`config.mk`:
```
export PLATFORM = sky130hd
export DESIGN_NAME = sha256_msg_packer
export DESIGN_NICKNAME = d
export VERILOG_FILES = /design/src/rtl/sha256_msg_packer_pkg.sv /design/src/rtl/sha256_msg_packer_pad_word.sv /design/src/rtl/sha256_msg_packer.sv
export SDC_FILE = /design/constraint.sdc
export NUM_CORES = 1
export LEC_CHECK = 0
export CAP_MARGIN = 10
export CORE_ASPECT_RATIO = 1.1
export CORE_MARGIN = 2
export CORE_UTILIZATION = 35
export DETAILED_ROUTE_END_ITERATION = 16
export PLACE_DENSITY = 0.49
export SETUP_SLACK_MARGIN = 0.3
export SLEW_MARGIN = 20
export SYNTH_ARGS = -nofsm -noshare
export SYNTH_HDL_FRONTEND = slang
export SYNTH_SLANG_ARGS = --single-unit
```
`constraint.sdc`:
```
create_clock -name clk -period 4.99 [get_ports clk]
set_clock_uncertainty 0.05 [all_clocks]
set_input_delay 1.2475 -clock clk [delete_from_list [all_inputs] [get_ports clk]]
set_output_delay 1.2475 -clock clk [all_outputs]
set_load 0.005 [all_outputs]
```
`src/rtl/sha256_msg_packer_pkg.sv`:
```
// Shared types and constants for the SHA-256 message packer.
package sha256_pkg;

  typedef enum logic [2:0] {
    S_IDLE,
    S_COLLECT,
    S_DISCARD,
    S_EMIT,
    S_WAIT_CORE
  } state_e;

  localparam int MAX_MSG_BYTES = 55;
  localparam int BUF_BYTES     = 56;
  localparam int BLOCK_WORDS   = 16;
  localparam int LEN_HI_WORD   = 14;
  localparam int LEN_LO_WORD   = 15;

  localparam logic [7:0] PAD_BYTE = 8'h80;

endpackage

```
`src/rtl/sha256_msg_packer_pad_word.sv`:
```
// Builds padded word w of the single 512-bit block from the byte buffer.
module sha256_pad_word
  import sha256_pkg::*;
(
  input  logic [BUF_BYTES*8-1:0] buf_i,
  input  logic [5:0]             cnt_i,
  input  logic [3:0]             w_i,
  output logic [31:0]            word_o
);

  logic [511:0] ext;
  logic [5:0]   k;
  logic [7:0]   b;

  assign ext = {64'b0, buf_i};

  always_comb begin
    word_o = '0;
    k      = '0;
    b      = '0;
    for (int j = 0; j < 4; j++) begin
      k = {w_i, 2'(j)};
      if (k < cnt_i) begin
        b = ext[{k, 3'b000} +: 8];
      end else if (k == cnt_i) begin
        b = PAD_BYTE;
      end else begin
        b = 8'h00;
      end
      word_o[31-8*j -: 8] = b;
    end
    // Length lives in the last two words; only 9 bits can be nonzero.
    if (w_i == 4'(LEN_HI_WORD)) begin
      word_o = '0;
    end else if (w_i == 4'(LEN_LO_WORD)) begin
      word_o = {23'b0, cnt_i, 3'b000};
    end
  end

endmodule

```
`src/rtl/sha256_msg_packer.sv`:
```
// Packs a 1..55 byte message into one padded SHA-256 block of 16 words.
// Optional idle timeout ending a message: define SHA_MP_TIMEOUT_EN.
module sha256_msg_packer
  import sha256_pkg::*;
#(
  parameter int DATA_WIDTH  = 32,
  parameter int WORD_GAP    = 4,
  parameter int TIMEOUT_CYC = 1024
) (
  input  logic                  clk,
  input  logic                  rst_n,
  input  logic                  rx_dv,
  input  logic [7:0]            rx_byte,
  input  logic                  rx_last,
  input  logic                  core_done,
  output logic                  MP_dv,
  output logic [DATA_WIDTH-1:0] message_in,
  output logic                  busy,
  output logic                  len_err
);

  localparam int GW = $clog2(WORD_GAP) + 1;

  if (DATA_WIDTH != 32 || WORD_GAP < 3 ||
      TIMEOUT_CYC < 1 || TIMEOUT_CYC > 65535) begin : g_bad_cfg
    $error("sha256_msg_packer: unsupported parameters");
  end

  state_e                 state_q, state_d;
  logic [5:0]             cnt_q, cnt_d;
  logic [3:0]             word_q, word_d;
  logic [GW-1:0]          gap_q, gap_d;
  logic                   mp_dv_q, mp_dv_d;
  logic [DATA_WIDTH-1:0]  msg_q, msg_d;
  logic                   len_err_q, len_err_d;
  logic [BUF_BYTES*8-1:0] buf_q, buf_d;
  logic [31:0]            pad_word;

`ifdef SHA_MP_TIMEOUT_EN
  logic [15:0] idle_q, idle_d;
`endif

  sha256_pad_word u_pad (
    .buf_i  (buf_q),
    .cnt_i  (cnt_q),
    .w_i    (word_q),
    .word_o (pad_word)
  );

  always_comb begin
    state_d   = state_q;
    cnt_d     = cnt_q;
    word_d    = word_q;
    gap_d     = gap_q;
    mp_dv_d   = 1'b0;
    msg_d     = msg_q;
    len_err_d = len_err_q;
    buf_d     = buf_q;
`ifdef SHA_MP_TIMEOUT_EN
    idle_d    = '0;
`endif
    unique case (state_q)
      S_IDLE: begin
        if (rx_dv) begin
          buf_d[7:0] = rx_byte;
          cnt_d      = 6'd1;
          len_err_d  = 1'b0;
          word_d     = '0;
          gap_d      = '0;
          state_d    = rx_last ? S_EMIT : S_COLLECT;
        end
      end
      S_COLLECT: begin
        if (rx_dv) begin
          if (cnt_q < 6'(MAX_MSG_BYTES)) begin
            buf_d[{cnt_q, 3'b000} +: 8] = rx_byte;
            cnt_d = cnt_q + 6'd1;
            if (rx_last) state_d = S_EMIT;
          end else begin
            // Overflow byte is dropped; a terminator here ends at once.
            len_err_d = 1'b1;
            state_d   = rx_last ? S_IDLE : S_DISCARD;
          end
        end
`ifdef SHA_MP_TIMEOUT_EN
        else begin
          idle_d = idle_q + 16'd1;
          if (idle_d == 16'(TIMEOUT_CYC)) state_d = S_EMIT;
        end
`endif
      end
      S_DISCARD: begin
        if (rx_dv && rx_last) begin
          cnt_d   = '0;
          state_d = S_IDLE;
        end
      end
      S_EMIT: begin
        if (gap_q == '0) begin
          mp_dv_d = 1'b1;
          msg_d   = pad_word;
          gap_d   = GW'(WORD_GAP - 1);
          word_d  = word_q + 4'd1;
          if (word_q == 4'(BLOCK_WORDS - 1)) state_d = S_WAIT_CORE;
        end else begin
          gap_d = gap_q - GW'(1);
        end
      end
      S_WAIT_CORE: begin
        if (core_done) begin
          cnt_d   = '0;
          word_d  = '0;
          gap_d   = '0;
          state_d = S_IDLE;
        end
      end
      default: state_d = S_IDLE;
    endcase
  end

  always_ff @(posedge clk) begin
    if (!rst_n) begin
      state_q   <= S_IDLE;
      cnt_q     <= '0;
      word_q    <= '0;
      gap_q     <= '0;
      mp_dv_q   <= 1'b0;
      msg_q     <= '0;
      len_err_q <= 1'b0;
`ifdef SHA_MP_TIMEOUT_EN
      idle_q    <= '0;
`endif
    end else begin
      state_q   <= state_d;
      cnt_q     <= cnt_d;
      word_q    <= word_d;
      gap_q     <= gap_d;
      mp_dv_q   <= mp_dv_d;
      msg_q     <= msg_d;
      len_err_q <= len_err_d;
`ifdef SHA_MP_TIMEOUT_EN
      idle_q    <= idle_d;
`endif
    end
  end

  always_ff @(posedge clk) begin
    buf_q <= buf_d;
  end

  assign MP_dv      = mp_dv_q;
  assign message_in = msg_q;
  assign len_err    = len_err_q;
  assign busy       = (state_q == S_EMIT) || (state_q == S_WAIT_CORE);

endmodule

```
## Yosys cells after proc, flatten, opt, wreduce, memory -nomap -nowiden

Cells that the tools add are included.

- Bits of input ports: 13
- Output and inout bits: 35
- Register bits after elaboration: 498

- Shifts and indexed selects: 6
- Equal/unequal tests: 19
- Magnitude comparators: 5
- Reduce and logical (&&, ||, !) cells: 16
- $add $sub $neg: 4
- Multiplexer cells: 44

Operators by type and width:

| cell | count |
|---|---|
| 512-bit by 10-bit indexed part select with 8-bit output | 4 |
| 448-bit bitwise mux | 1 |
| 8-bit by 11-bit variable shift with 448-bit output (first input constant) | 1 |
| 8-bit by 11-bit indexed part select with 448-bit output | 1 |
| 8-bit two-way mux | 11 |
| 32-bit two-way mux | 2 |
| 3-bit two-way mux | 10 |
| 6-bit two-way mux | 5 |
| 6-bit == test | 4 |
| 6-bit < comparator | 4 |
| 6-bit case mux with 4 select lines | 1 |
| 2-bit != test (second input constant) | 8 |
| 8-bit case mux with 2 select lines | 1 |
| 3-bit case mux with 5 select lines | 1 |
| 4-bit two-way mux | 3 |
| 4-bit case mux with 3 select lines | 1 |
| 4-bit AND reduction | 3 |
| 9-bit negator with 11-bit output | 1 |
| 3-bit case mux with 3 select lines | 1 |
| 4-bit == test (second input constant) | 2 |
| 7-bit AND reduction | 1 |
| 6-bit by 1-bit adder with 6-bit output (second input constant) | 1 |
| 3-bit by 2-bit == test with 1-bit output (second input constant) | 2 |
| 3-bit zero test | 2 |
| 17 further kinds | 23 |

## Logic depth before layout (Yosys ltp)

Gate-level depths: netlist of the first run.

- Word-level depth: 6
- Mapped depth: 12
- Depth with buffers taken out: 7

## Modules after synthesis

From an unflattened synthesis of the first run, not the netlist that was laid out.

- Cell total of the unflattened synthesis: 1904
- Area total of the unflattened synthesis: 23078.4 µm²

By module, submodules not included:

| module | area an instance (µm²) | cells an instance | times used |
|---|---|---|---|
| sha256_msg_packer | 18930.7 | 1485 | 1 |
| sha256_pad_word | 4147.7 | 419 | 1 |

## Least setup slack after synthesis of the first run

Ideal clock, no wire load.

- Path type: in2reg
- Start point: in rx_dv
- End point: reg buf_q[280], enable pin
- Cell stages on the path: 4
- Required time: 4.545 ns
- Path slack: 1.713 ns
- Data arrival time: 2.832 ns
- Library setup time: 0.395 ns
- Cells stage by stage: o2111ai_1 -> a21oi_1 -> nand2_1 -> nor4_1

- Cells in the longest elaborated chain, start to end: 1

RTL lines:

| element | RTL line | text |
|---|---|---|
| start, declared | sha256_msg_packer.sv:12 | `input logic rx_dv,` |
| 3-bit AND reduction (no source line) | n/a |  |
| end signal, assigned | sha256_msg_packer.sv:148 | `buf_q <= buf_d;` |
| end, declared | sha256_msg_packer.sv:36 | `logic [BUF_BYTES*8-1:0] buf_q, buf_d;` |

No other way between the ends.
A chain may end at the register's enable or synchronous reset.

## Final worst setup path of the first run

- Start point: reg cnt_q[1]
- End point: reg buf_q[68], enable pin

- Cells in the longest elaborated chain, start to end: 2

RTL lines:

| element | RTL line | text |
|---|---|---|
| start, declared | sha256_msg_packer.sv:30 | `logic [5:0] cnt_q, cnt_d;` |
| start signal, assigned | sha256_msg_packer.sv:135 | `cnt_q <= cnt_d;` |
| 6-bit < comparator | sha256_msg_packer.sv:75 | `if (cnt_q < 6'(MAX_MSG_BYTES)) begin` |
| 3-bit AND reduction (no source line) | n/a |  |

No other way between the ends.

==> out/qor.yml, run 1 <==
run_status:
  result_of_the_run: "completed"
placed_design:
  portBuffers: 47
  detailedPlace.worstSlack_ns: 1.02
  routabilityCongestion: 0.855
  dp_wirelength_um: 49400
final_layout:
  antennaDiodeCount: 0
  area_growth_syn_to_layout_pct: 15.5
  final_net_count: 1847
  layout.filler_cells: 5975
  layout-drive-gt1-share_pct: 15.8
sta:
  unrepaired_setup_endpoints_after_global_routing: "no"
  setup_total_negative_slack_ns: 0
  worst-slew-pin-transition_ns: 0.943
  timing.final.setup_violations: 0
  setup_ws_ns: 1.16
  achievable-frequency_mhz: 261
  fin_crit_sh_pct: 76.7
  whs_ns: 0.424
  timing.max_slew.rel_slack_pct: 35.5
  final.min_clock_period_ns: 3.83
  final_hold_viol_count: 0
  finalMaxSlewViolations: 0
detailed_routing:
  postRouteWirelength_um: 73100
  drc_errors: 0
  antenna_violating_nets_post_route: 0
  initialDrtViolationCount: 1599
  dr.pass1.iters: 6
  vias_per_cell: 5.74
  routed_wire_length_per_instance_um: 27.0
  vias: 15500
yosys:
  synth.distinct_cells: 69
  ys_async_sr_fraction_pct: 0
  synth_area_um2: 22700
  syn_inst: 1790
  synthTopCellsByCount: "448 x sky130_fd_sc_hd__edfxtp_1, 359 x sky130_fd_sc_hd__nor2_1, 159 x sky130_fd_sc_hd__nor3_1"
  synth_top_area_cell: "sky130_fd_sc_hd__edfxtp_1"
  netlist.area_leader.share_pct: 59.3
  total_number_of_yosys_warnings: 0
  synth.area.top_cells: "sky130_fd_sc_hd__edfxtp_1 59%, sky130_fd_sc_hd__mux4_2 8.8%, sky130_fd_sc_hd__nor2_1 5.9%, sky130_fd_sc_hd__dfxtp_1 4.4%, sky130_fd_sc_hd__nor3_1 3.5%"
  synthFlopType: "sky130_fd_sc_hd__edfxtp_1"
  mappedNetlistNets: 1817
  yosysSeqAreaShare_pct: 63.7
  synth.ff_latch_count: 498
  number_of_flops_mapped_to_enable_cells_by_yosys: 448
  post-synth-top-count-cell: "sky130_fd_sc_hd__edfxtp_1"
  syn_area_per_cell_um2: 12.7
critical_path:
  setup.reg_to_reg.worst_slack_ns: 1.16
  crit_start: "cnt_q[1]"
  criticalPathCategory: "reg -> reg"
  timing.critical_path.required_ns: 5.18
  arrival_time_at_the_worst_endpoint_ns: 4.02
  timing.critical_path.fanout_max: 33
  critical_path_end_type: "flip-flop"
  timing.rr.start: "cnt_q[1]"
  rr_endpoint: "buf_q[68]"
  ff2ff_path_depth: 7
  critical_path.startpoint_type: "flip-flop"
grt:
  grt_start_max_net_pins: 70
  antenna_found_initial: 0
  globalRouteOverflowTotal: 0
  globalRouteTotalUtil_pct: 21.9
  grt_pass1_vias: 15300
  grt_pass1_wl_um: 107000
floorplan:
  placement_rows: 97
  die_footprint_um2: 66900
  initial_utilization_pct: 35.5
  die_width_um: 247
  design.portCount: 48
  die_height_um: 271
  core_box_area_um2: 64000
power:
  power.total_mw: 9.48
  vdd_drop_max_v: 0.000254
  leakage_power_nw: 7.42
  power.density_cell_area_nw_per_um2: 362
flow_run:
  cap_violations: 0
worst_hold_path:
  worst_hold_path_type: "reg -> reg"
  worstHoldStart: "message_in[27]"
  min_path_cells: 1
  worstHoldEndpoint: "message_in[27]"
cts:
  postCtsSetupRepairBufs: 0
  later_pin_clock_latency_in_the_skew_report_ns: 0.62
  tritoncts.num_buffers: 53
  h_tree_lvls: 2
  cts.path.max_buffers: 3
  cts.sink_count: 498
  cts_hold_buffers: 0
  post_cts_resize_count: 0
  clkSlewWorstSetupHoldPaths_ns: 0.06
  clock_tree_from_tritoncts: "done"
  ctsRootBufferMaster: "sky130_fd_sc_hd__clkbuf_16"
[per-layer routing]
layer / vias up / global-route usage (%) / routed length (µm)
met5: - / 0 / 0
met4: 0 / 6.06 / 1960
met3: 136 / 2.89 / 5160
met2: 718 / 35.6 / 35100
met1: 7924 / 30.9 / 30900
li1: 6758 / - / -
[critical path: stages (launching register included)]
cell,delay [ns]
sky130_fd_sc_hd__dfxtp_1,0.60
sky130_fd_sc_hd__inv_1,0.15
sky130_fd_sc_hd__ha_1,0.33
sky130_fd_sc_hd__nor3b_1,0.22
sky130_fd_sc_hd__a41oi_1,0.11
sky130_fd_sc_hd__or2_2,0.61
sky130_fd_sc_hd__or3_1,0.74
sky130_fd_sc_hd__nor2_1,0.62
[through the flow]
step,area (µm²),instances,util [%]
3_5_place_dp,24200,2606,37.9
6_report,26200,2706,41.0
5_1_grt,26200,2706,41.0
4_1_cts,26200,2706,40.9
2_1_floorplan,22700,1790,-
3_3_place_gp,24200,2606,37.9
[how the worst max path moves through the flow]
stage                            end  slack, ns  cells past startpoint
after global routing       buf_q[71]       0.84                      7
after floorplan           buf_q[280]       1.71                      4
final                      buf_q[68]       1.16                      7
after detailed placement   buf_q[52]       1.02                      6
after CTS                  buf_q[68]       1.19                      7
after global placement    buf_q[275]       1.08                      7
[cell families after synthesis]
group                      share of synthesized area [%]
DFF                                                 63.7
muxes                                               11.0
AOI/OAI and AO/OA                                   4.87
adders and majority gates                          0.772
and+or+nand+nor                                     16.1
xor gates and xnor gates                           0.425
buffers and inverters                               3.10
[report_power, final]
part / switching [mW] / total, mW / internal (mW)
combinational: 0.427 / 0.557 / 0.129
clock: 1.75 / 4.42 / 2.67
sequential: 0.0144 / 4.51 / 4.49
[layout make-up]
cell class	instances	area (µm²)	area share, %
clock buffer	63	1430	5.44
clock inverter	37	522	1.99
inverter	16	60.1	0.229
multi-input combinational	1129	7630	29.1
sequential	498	14500	55.2
tap	841	1050	4.02
timing repair buffer	122	1050	3.99
[flip-flops by register name, indices dropped and copies added (netlist names)]
signal	flops
state_q	3
word_q	4
gap_q	3
len_err	1
buf_q	448
MP_dv	1
message_in	32
cnt_q	6
[layout by cell type, fill, tap and decap left out, types with 14 or more instances in the layout]
| cell | synthesis | final |
|---|---|---|
| sky130_fd_sc_hd__mux4_2 | 89 | 89 |
| sky130_fd_sc_hd__nor3_1 | 159 | 159 |
| sky130_fd_sc_hd__clkdlybuf4s50_1 | 0 | 47 |
| sky130_fd_sc_hd__a21oi_1 | 23 | 23 |
| sky130_fd_sc_hd__mux2i_1 | 43 | 43 |
| sky130_fd_sc_hd__ha_1 | 14 | 14 |
| sky130_fd_sc_hd__o211ai_1 | 26 | 26 |
| sky130_fd_sc_hd__a32o_1 | 21 | 21 |
| sky130_fd_sc_hd__edfxtp_1 | 448 | 448 |
| sky130_fd_sc_hd__buf_4 | 1 | 74 |
| sky130_fd_sc_hd__nor2b_1 | 14 | 14 |
| sky130_fd_sc_hd__dfxtp_1 | 50 | 46 |
| sky130_fd_sc_hd__nand2_1 | 126 | 119 |
| sky130_fd_sc_hd__clkbuf_16 | 0 | 54 |
| sky130_fd_sc_hd__nor2_1 | 359 | 358 |
| sky130_fd_sc_hd__nand3_1 | 71 | 71 |
| sky130_fd_sc_hd__o21ai_0 | 23 | 23 |
| sky130_fd_sc_hd__and3_1 | 26 | 26 |
Note: power is estimated with default switching activity, not from simulation.
==> inputs of run 2 (changes only) <==
--- a/config.mk
+++ b/config.mk
@@ -10,7 +10,7 @@
 export CORE_MARGIN = 2
 export CORE_UTILIZATION = 35
 export DETAILED_ROUTE_END_ITERATION = 16
-export PLACE_DENSITY = 0.49
+export PLACE_DENSITY = 0.51
 export SETUP_SLACK_MARGIN = 0.3
 export SLEW_MARGIN = 20
 export SYNTH_ARGS = -nofsm -noshare
==> constraint.sdc (replaced) <==
create_clock -name clk -period 3.5 [get_ports clk]
set_clock_uncertainty 0.05 [all_clocks]
set_input_delay 0.875 -clock clk [delete_from_list [all_inputs] [get_ports clk]]
set_output_delay 0.875 -clock clk [all_outputs]
set_load 0.005 [all_outputs]
==> out/qor.yml, run 2 (synthesis results as in run 1) <==
cts:
  postCtsSetupRepairBufs: 0
  clock_tree_from_tritoncts: "done"
  tritoncts.num_buffers: 52
  cts.sink_count: 498
  h_tree_lvls: 2
  later_pin_clock_latency_in_the_skew_report_ns: 0.60
  post_cts_resize_count: 0
  cts_hold_buffers: 0
  cts.path.max_buffers: 3
  ctsRootBufferMaster: "sky130_fd_sc_hd__clkbuf_16"
  clkSlewWorstSetupHoldPaths_ns: 0.06
final_layout:
  layout-drive-gt1-share_pct: 18.3
  final_net_count: 1919
  seq_area_um2: 14500
  layout_common_cells: "448 x sky130_fd_sc_hd__edfxtp_1, 358 x sky130_fd_sc_hd__nor2_1, 159 x sky130_fd_sc_hd__nor3_1"
  final_common_cell: "sky130_fd_sc_hd__edfxtp_1"
  area_growth_syn_to_layout_pct: 17.1
  antennaDiodeCount: 0
  regMostFlops: "buf_q"
  multi_input_comb_area_um2: 7590
  layout.filler_cells: 5952
  largest_register_ff_count: 448
grt:
  globalRouteOverflowTotal: 0
  globalRouteTotalUtil_pct: 21.9
  antenna_found_initial: 2
  grt_pass1_vias: 15500
  grt_start_max_net_pins: 34
  grt_pass1_wl_um: 106000
flow_run:
  cap_violations: 0
critical_path:
  timing.critical_path.fanout_max: 16
  arrival_time_at_the_worst_endpoint_ns: 3.42
  timing.critical_path.required_ns: 3.83
  critical_path_end_type: "flip-flop"
  criticalPathCategory: "reg -> reg"
  critical_path.startpoint_type: "flip-flop"
placed_design:
  dp_wirelength_um: 49900
  portBuffers: 47
  routabilityCongestion: 0.848
floorplan:
  design.portCount: 48
  die_footprint_um2: 66900
  placement_rows: 97
  die_height_um: 271
  die_width_um: 247
  initial_utilization_pct: 35.5
  core_box_area_um2: 64000
detailed_routing:
  vias_per_cell: 5.64
  postRouteWirelength_um: 72900
  drc_errors: 0
  initialDrtViolationCount: 1785
  vias: 15700
  dr.pass1.iters: 5
  antenna_violating_nets_post_route: 0
  routed_wire_length_per_instance_um: 26.3
sta:
  timing.max_slew.rel_slack_pct: 26.6
  unrepaired_setup_endpoints_after_global_routing: "no"
  achievable-frequency_mhz: 324
  timing.final.setup_violations: 0
  setup_total_negative_slack_ns: 0
  worst-slew-pin-transition_ns: 1.10
  finalMaxSlewViolations: 0
  fin_crit_sh_pct: 88.3
  final_hold_viol_count: 0
  final.min_clock_period_ns: 3.09
  whs_ns: 0.417
power:
  power.switching_fraction_pct: 22.9
  vdd_drop_max_v: 0.000352
  power.clock.fraction_pct: 44.7
  power.density_cell_area_nw_per_um2: 493
  internal_power_mw: 10.1
  power.share.combinational_pct: 6.1
  seqPwrFrac_pct: 49.1
  netSwitchingPower_mw: 2.99
  leakage_power_nw: 7.71
worst_hold_path:
  worst_hold_path_type: "reg -> reg"
run_status:
  result_of_the_run: "completed"
## run 2: changes by cell type in the layout (fill, tap and decap cells not counted), sizes merged
cell | before | now
buf | 75 | 148
bufinv | 12 | 8
clkbuf | 63 | 66
clkinv | 18 | 17
clkinvlp | 6 | 7
inv | 17 | 14
## run 2: final timing paths
| check | from | end | slack (ns) | cells past startpoint |
|---|---|---|---|---|
| worst min-delay path | message_in[17] | message_in[17] | 0.42 | 1 |
| worst max register to register | cnt_q[0] | buf_q[38] | 0.41 | 8 |
| worst max-delay path | cnt_q[0] | buf_q[38] | 0.41 | 8 |
| worst min register to register | message_in[17] | message_in[17] | 0.42 | 1 |
## run 2: layer usage
layer	vias up	routed length (µm)	GRT usage [%]
met5	-	13	0
met4	2	2500	7.64
met3	131	5170	3.12
met2	645	34600	35.1
met1	8008	30600	30.3
li1	6878	-	-
## run 2: final cells by class
cell class,count,area share [%]
Inverter,16,0.226
Clock inverter,30,1.37
Tap cell,841,3.96
Clock buffer,66,5.40
Sequential cell,498,54.5
Multi-Input combinational cell,1129,28.6
Timing Repair Buffer,195,6.00
## run 2: critical path, cell delays in order (launching register included)
cell and delay (ns):
sky130_fd_sc_hd__dfxtp_1 0.50, sky130_fd_sc_hd__inv_1 0.17, sky130_fd_sc_hd__ha_1 0.24, sky130_fd_sc_hd__nor3b_2 0.17, sky130_fd_sc_hd__buf_4 0.18, sky130_fd_sc_hd__nand2_1 0.44, sky130_fd_sc_hd__buf_4 0.30, sky130_fd_sc_hd__nand3_1 0.40
sky130_fd_sc_hd__nor2_1 0.41
## run 2: metrics by stage
stage / cells / power, mW / utilization [%] / area [µm²] / setup WS, ns
after floorplan: 1790 / 7.00 / - / 22700 / 0.384
after global placement: 2679 / 7.34 / 38.7 / 24800 / 0.271
after detailed placement: 2679 / 7.35 / 38.7 / 24800 / 0.308
after CTS: 2775 / 13.1 / 41.5 / 26600 / 0.430
after global routing: 2775 / 13.4 / 41.5 / 26600 / 0.312
final: 2775 / 13.1 / 41.5 / 26600 / 0.410
## run 2: power groups by stage
stage	sequential (mW)	combinational, mW	clock [mW]
2_1_floorplan	6.55	0.456	0
3_3_place_gp	6.56	0.781	0
3_5_place_dp	6.56	0.787	0
4_1_cts	6.43	0.790	5.93
5_1_grt	6.43	0.841	6.17
6_report	6.43	0.801	5.86
==> inputs of run 3 (changes only) <==
==> constraint.sdc (replaced) <==
create_clock -name clk -period 3.5 [get_ports clk]
set_clock_uncertainty 0.05 [all_clocks]
set_input_delay 1.05 -clock clk [delete_from_list [all_inputs] [get_ports clk]]
set_output_delay 1.05 -clock clk [all_outputs]
set_load 0.005 [all_outputs]
==> out/qor.yml, run 3 (synthesis results as in run 1) <==
run_status:
  result_of_the_run: "completed"
critical_path:
  timing.critical_path.required_ns: 2.40
  critical_path.startpoint_type: "flip-flop"
  timing.critical_path.fanout_max: 11
  worst_path_dominant_cell_family: "buffers and inverters"
  critical_path_end_type: "primary output"
  slowest_delay_ns: 0.51
  criticalPathCategory: "reg -> out"
  rr_endpoint: "buf_q[204]"
  ff2ff_path_depth: 5
  arrival_time_at_the_worst_endpoint_ns: 1.95
  worstPathBufferInverterCount: 1
  cp_common_cell: "sky130_fd_sc_hd__nand2_1"
  worst_path_max_delay_cell: "sky130_fd_sc_hd__clkdlybuf4s50_1"
  timing.rr.start: "cnt_q[0]"
  setup.reg_to_reg.worst_slack_ns: 0.47
  cp_cell_sequence: "nor2_1, nand2_1, nand2_1, clkdlybuf4s50_1"
final_layout:
  final_common_cell: "sky130_fd_sc_hd__edfxtp_1"
  antennaDiodeCount: 0
  post-route-util_pct: 41.4
  layout-drive-gt1-share_pct: 18.5
  final_net_count: 1927
  largest_register_ff_count: 448
  layout_common_cells: "448 x sky130_fd_sc_hd__edfxtp_1, 358 x sky130_fd_sc_hd__nor2_1, 159 x sky130_fd_sc_hd__nor3_1"
  regMostFlops: "buf_q"
  area_growth_syn_to_layout_pct: 16.7
  post-route-cell-area_um2: 26500
cts:
  later_pin_clock_latency_in_the_skew_report_ns: 0.62
  h_tree_lvls: 2
  cts.path.max_buffers: 3
  tritoncts.num_buffers: 52
  clkSlewWorstSetupHoldPaths_ns: 0.06
  ctsRootBufferMaster: "sky130_fd_sc_hd__clkbuf_16"
  cts.sink_count: 498
  clock_tree_from_tritoncts: "done"
  cts_hold_buffers: 0
  postCtsSetupRepairBufs: 0
floorplan:
  initial_utilization_pct: 35.5
  die_height_um: 271
  die_width_um: 247
  placement_rows: 97
  core_box_area_um2: 64000
  die_footprint_um2: 66900
  design.portCount: 48
sta:
  whs_ns: 0.426
  finalMaxSlewViolations: 0
  setup_total_negative_slack_ns: 0
  unrepaired_setup_endpoints_after_global_routing: "no"
  fin_crit_sh_pct: 87.2
  achievable-frequency_mhz: 328
  timing.max_slew.rel_slack_pct: 23.7
  final.min_clock_period_ns: 3.05
  worst-slew-pin-transition_ns: 1.14
  timing.final.setup_violations: 0
  final_hold_viol_count: 0
detailed_routing:
  initialDrtViolationCount: 1834
  routed_wire_length_per_instance_um: 25.9
  dr.pass1.iters: 6
  antenna_violating_nets_post_route: 0
  postRouteWirelength_um: 72200
  vias: 15600
  drc_errors: 0
  vias_per_cell: 5.61
worst_hold_path:
  worst_hold_path_type: "reg -> reg"
  worstHoldEndpoint: "message_in[26]"
  min_path_cells: 1
  worstHoldStart: "message_in[26]"
power:
  internal_power_mw: 9.59
  seqPwrFrac_pct: 51.1
  power.total_mw: 12.6
  netSwitchingPower_mw: 3.00
  power.switching_fraction_pct: 23.8
  vdd_drop_max_v: 0.000306
  power.density_cell_area_nw_per_um2: 476
  power.share.combinational_pct: 6.5
  power.clock.fraction_pct: 42.5
  leakage_power_nw: 7.69
placed_design:
  routabilityCongestion: 0.873
  dp_wirelength_um: 50200
  portBuffers: 47
  placed_area_um2: 24800
flow_run:
  cap_violations: 0
grt:
  globalRouteTotalUtil_pct: 21.7
  globalRouteOverflowTotal: 0
  grt_pass1_vias: 15400
  grt_start_max_net_pins: 46
  grt_pass1_wl_um: 106000
  antenna_found_initial: 2
==> run 3: power groups by stage <==
stage	registers, mW	logic (mW)	clock network (mW)
3_5_place_dp	6.56	0.800	0
4_1_cts	6.43	0.803	5.42
3_3_place_gp	6.56	0.797	0
5_1_grt	6.43	0.854	5.65
2_1_floorplan	6.55	0.456	0
6_report	6.43	0.813	5.35
==> run 3: timing repair <==
item | in CTS | in global routing
setup endpoints to repair | 1 | 64
endpoints found under the hold margin | 0 | 0
resized for setup | 1 | 1
==> run 3: cell type report <==
class	instances	area, µm²
clock buffer	61	1340
inverter	16	60.1
sequential	498	14500
multi-input combinational	1129	7580
timing repair buffer	203	1680
fill	5932	37500
tap	841	1050
clock inverter	36	298
==> run 3: worst max path at each step <==
stage                           from    endpoint  slack, ns  cells after the start
final                     state_q[1]        busy       0.45                      4
after global routing      state_q[1]        busy       0.34                      3
after CTS                   cnt_q[0]  buf_q[108]       0.39                      7
after detailed placement       rx_dv  buf_q[339]       0.10                      8
after global placement         rx_dv  buf_q[264]       0.11                      8
after floorplan             cnt_q[1]  buf_q[136]       0.38                     10
==> run 3: layer usage <==
| metal | routed length, µm | vias up | share of wire (%) | GRT usage [%] |
|---|---|---|---|---|
| met1 | 30900 | 7942 | 43 | 30.5 |
| met4 | 1780 | 0 | 2.5 | 6.10 |
| met3 | 5150 | 114 | 7.1 | 2.97 |
| li1 | - | 6894 | - | - |
| met2 | 34400 | 680 | 48 | 35.1 |
| met5 | 0 | - | 0 | 0 |
==> run 3: stage by stage <==
| stage | setup WS [ns] | cells |
|---|---|---|
| after floorplan | 0.384 | 1790 |
| after global placement | 0.110 | 2687 |
| after detailed placement | 0.102 | 2687 |
| after CTS | 0.389 | 2784 |
| after global routing | 0.336 | 2784 |
| final | 0.447 | 2784 |
==> run 3: worst register-to-register path, delay by kind of cell (launching register included) <==
| family | cells | cell delay (ns) |
|---|---|---|
| and+or+nand+nor | 3 | 1.07 |
| xor gates and xnor gates | 1 | 0.90 |
| DFF | 1 | 0.50 |
| buffers and inverters | 1 | 0.35 |
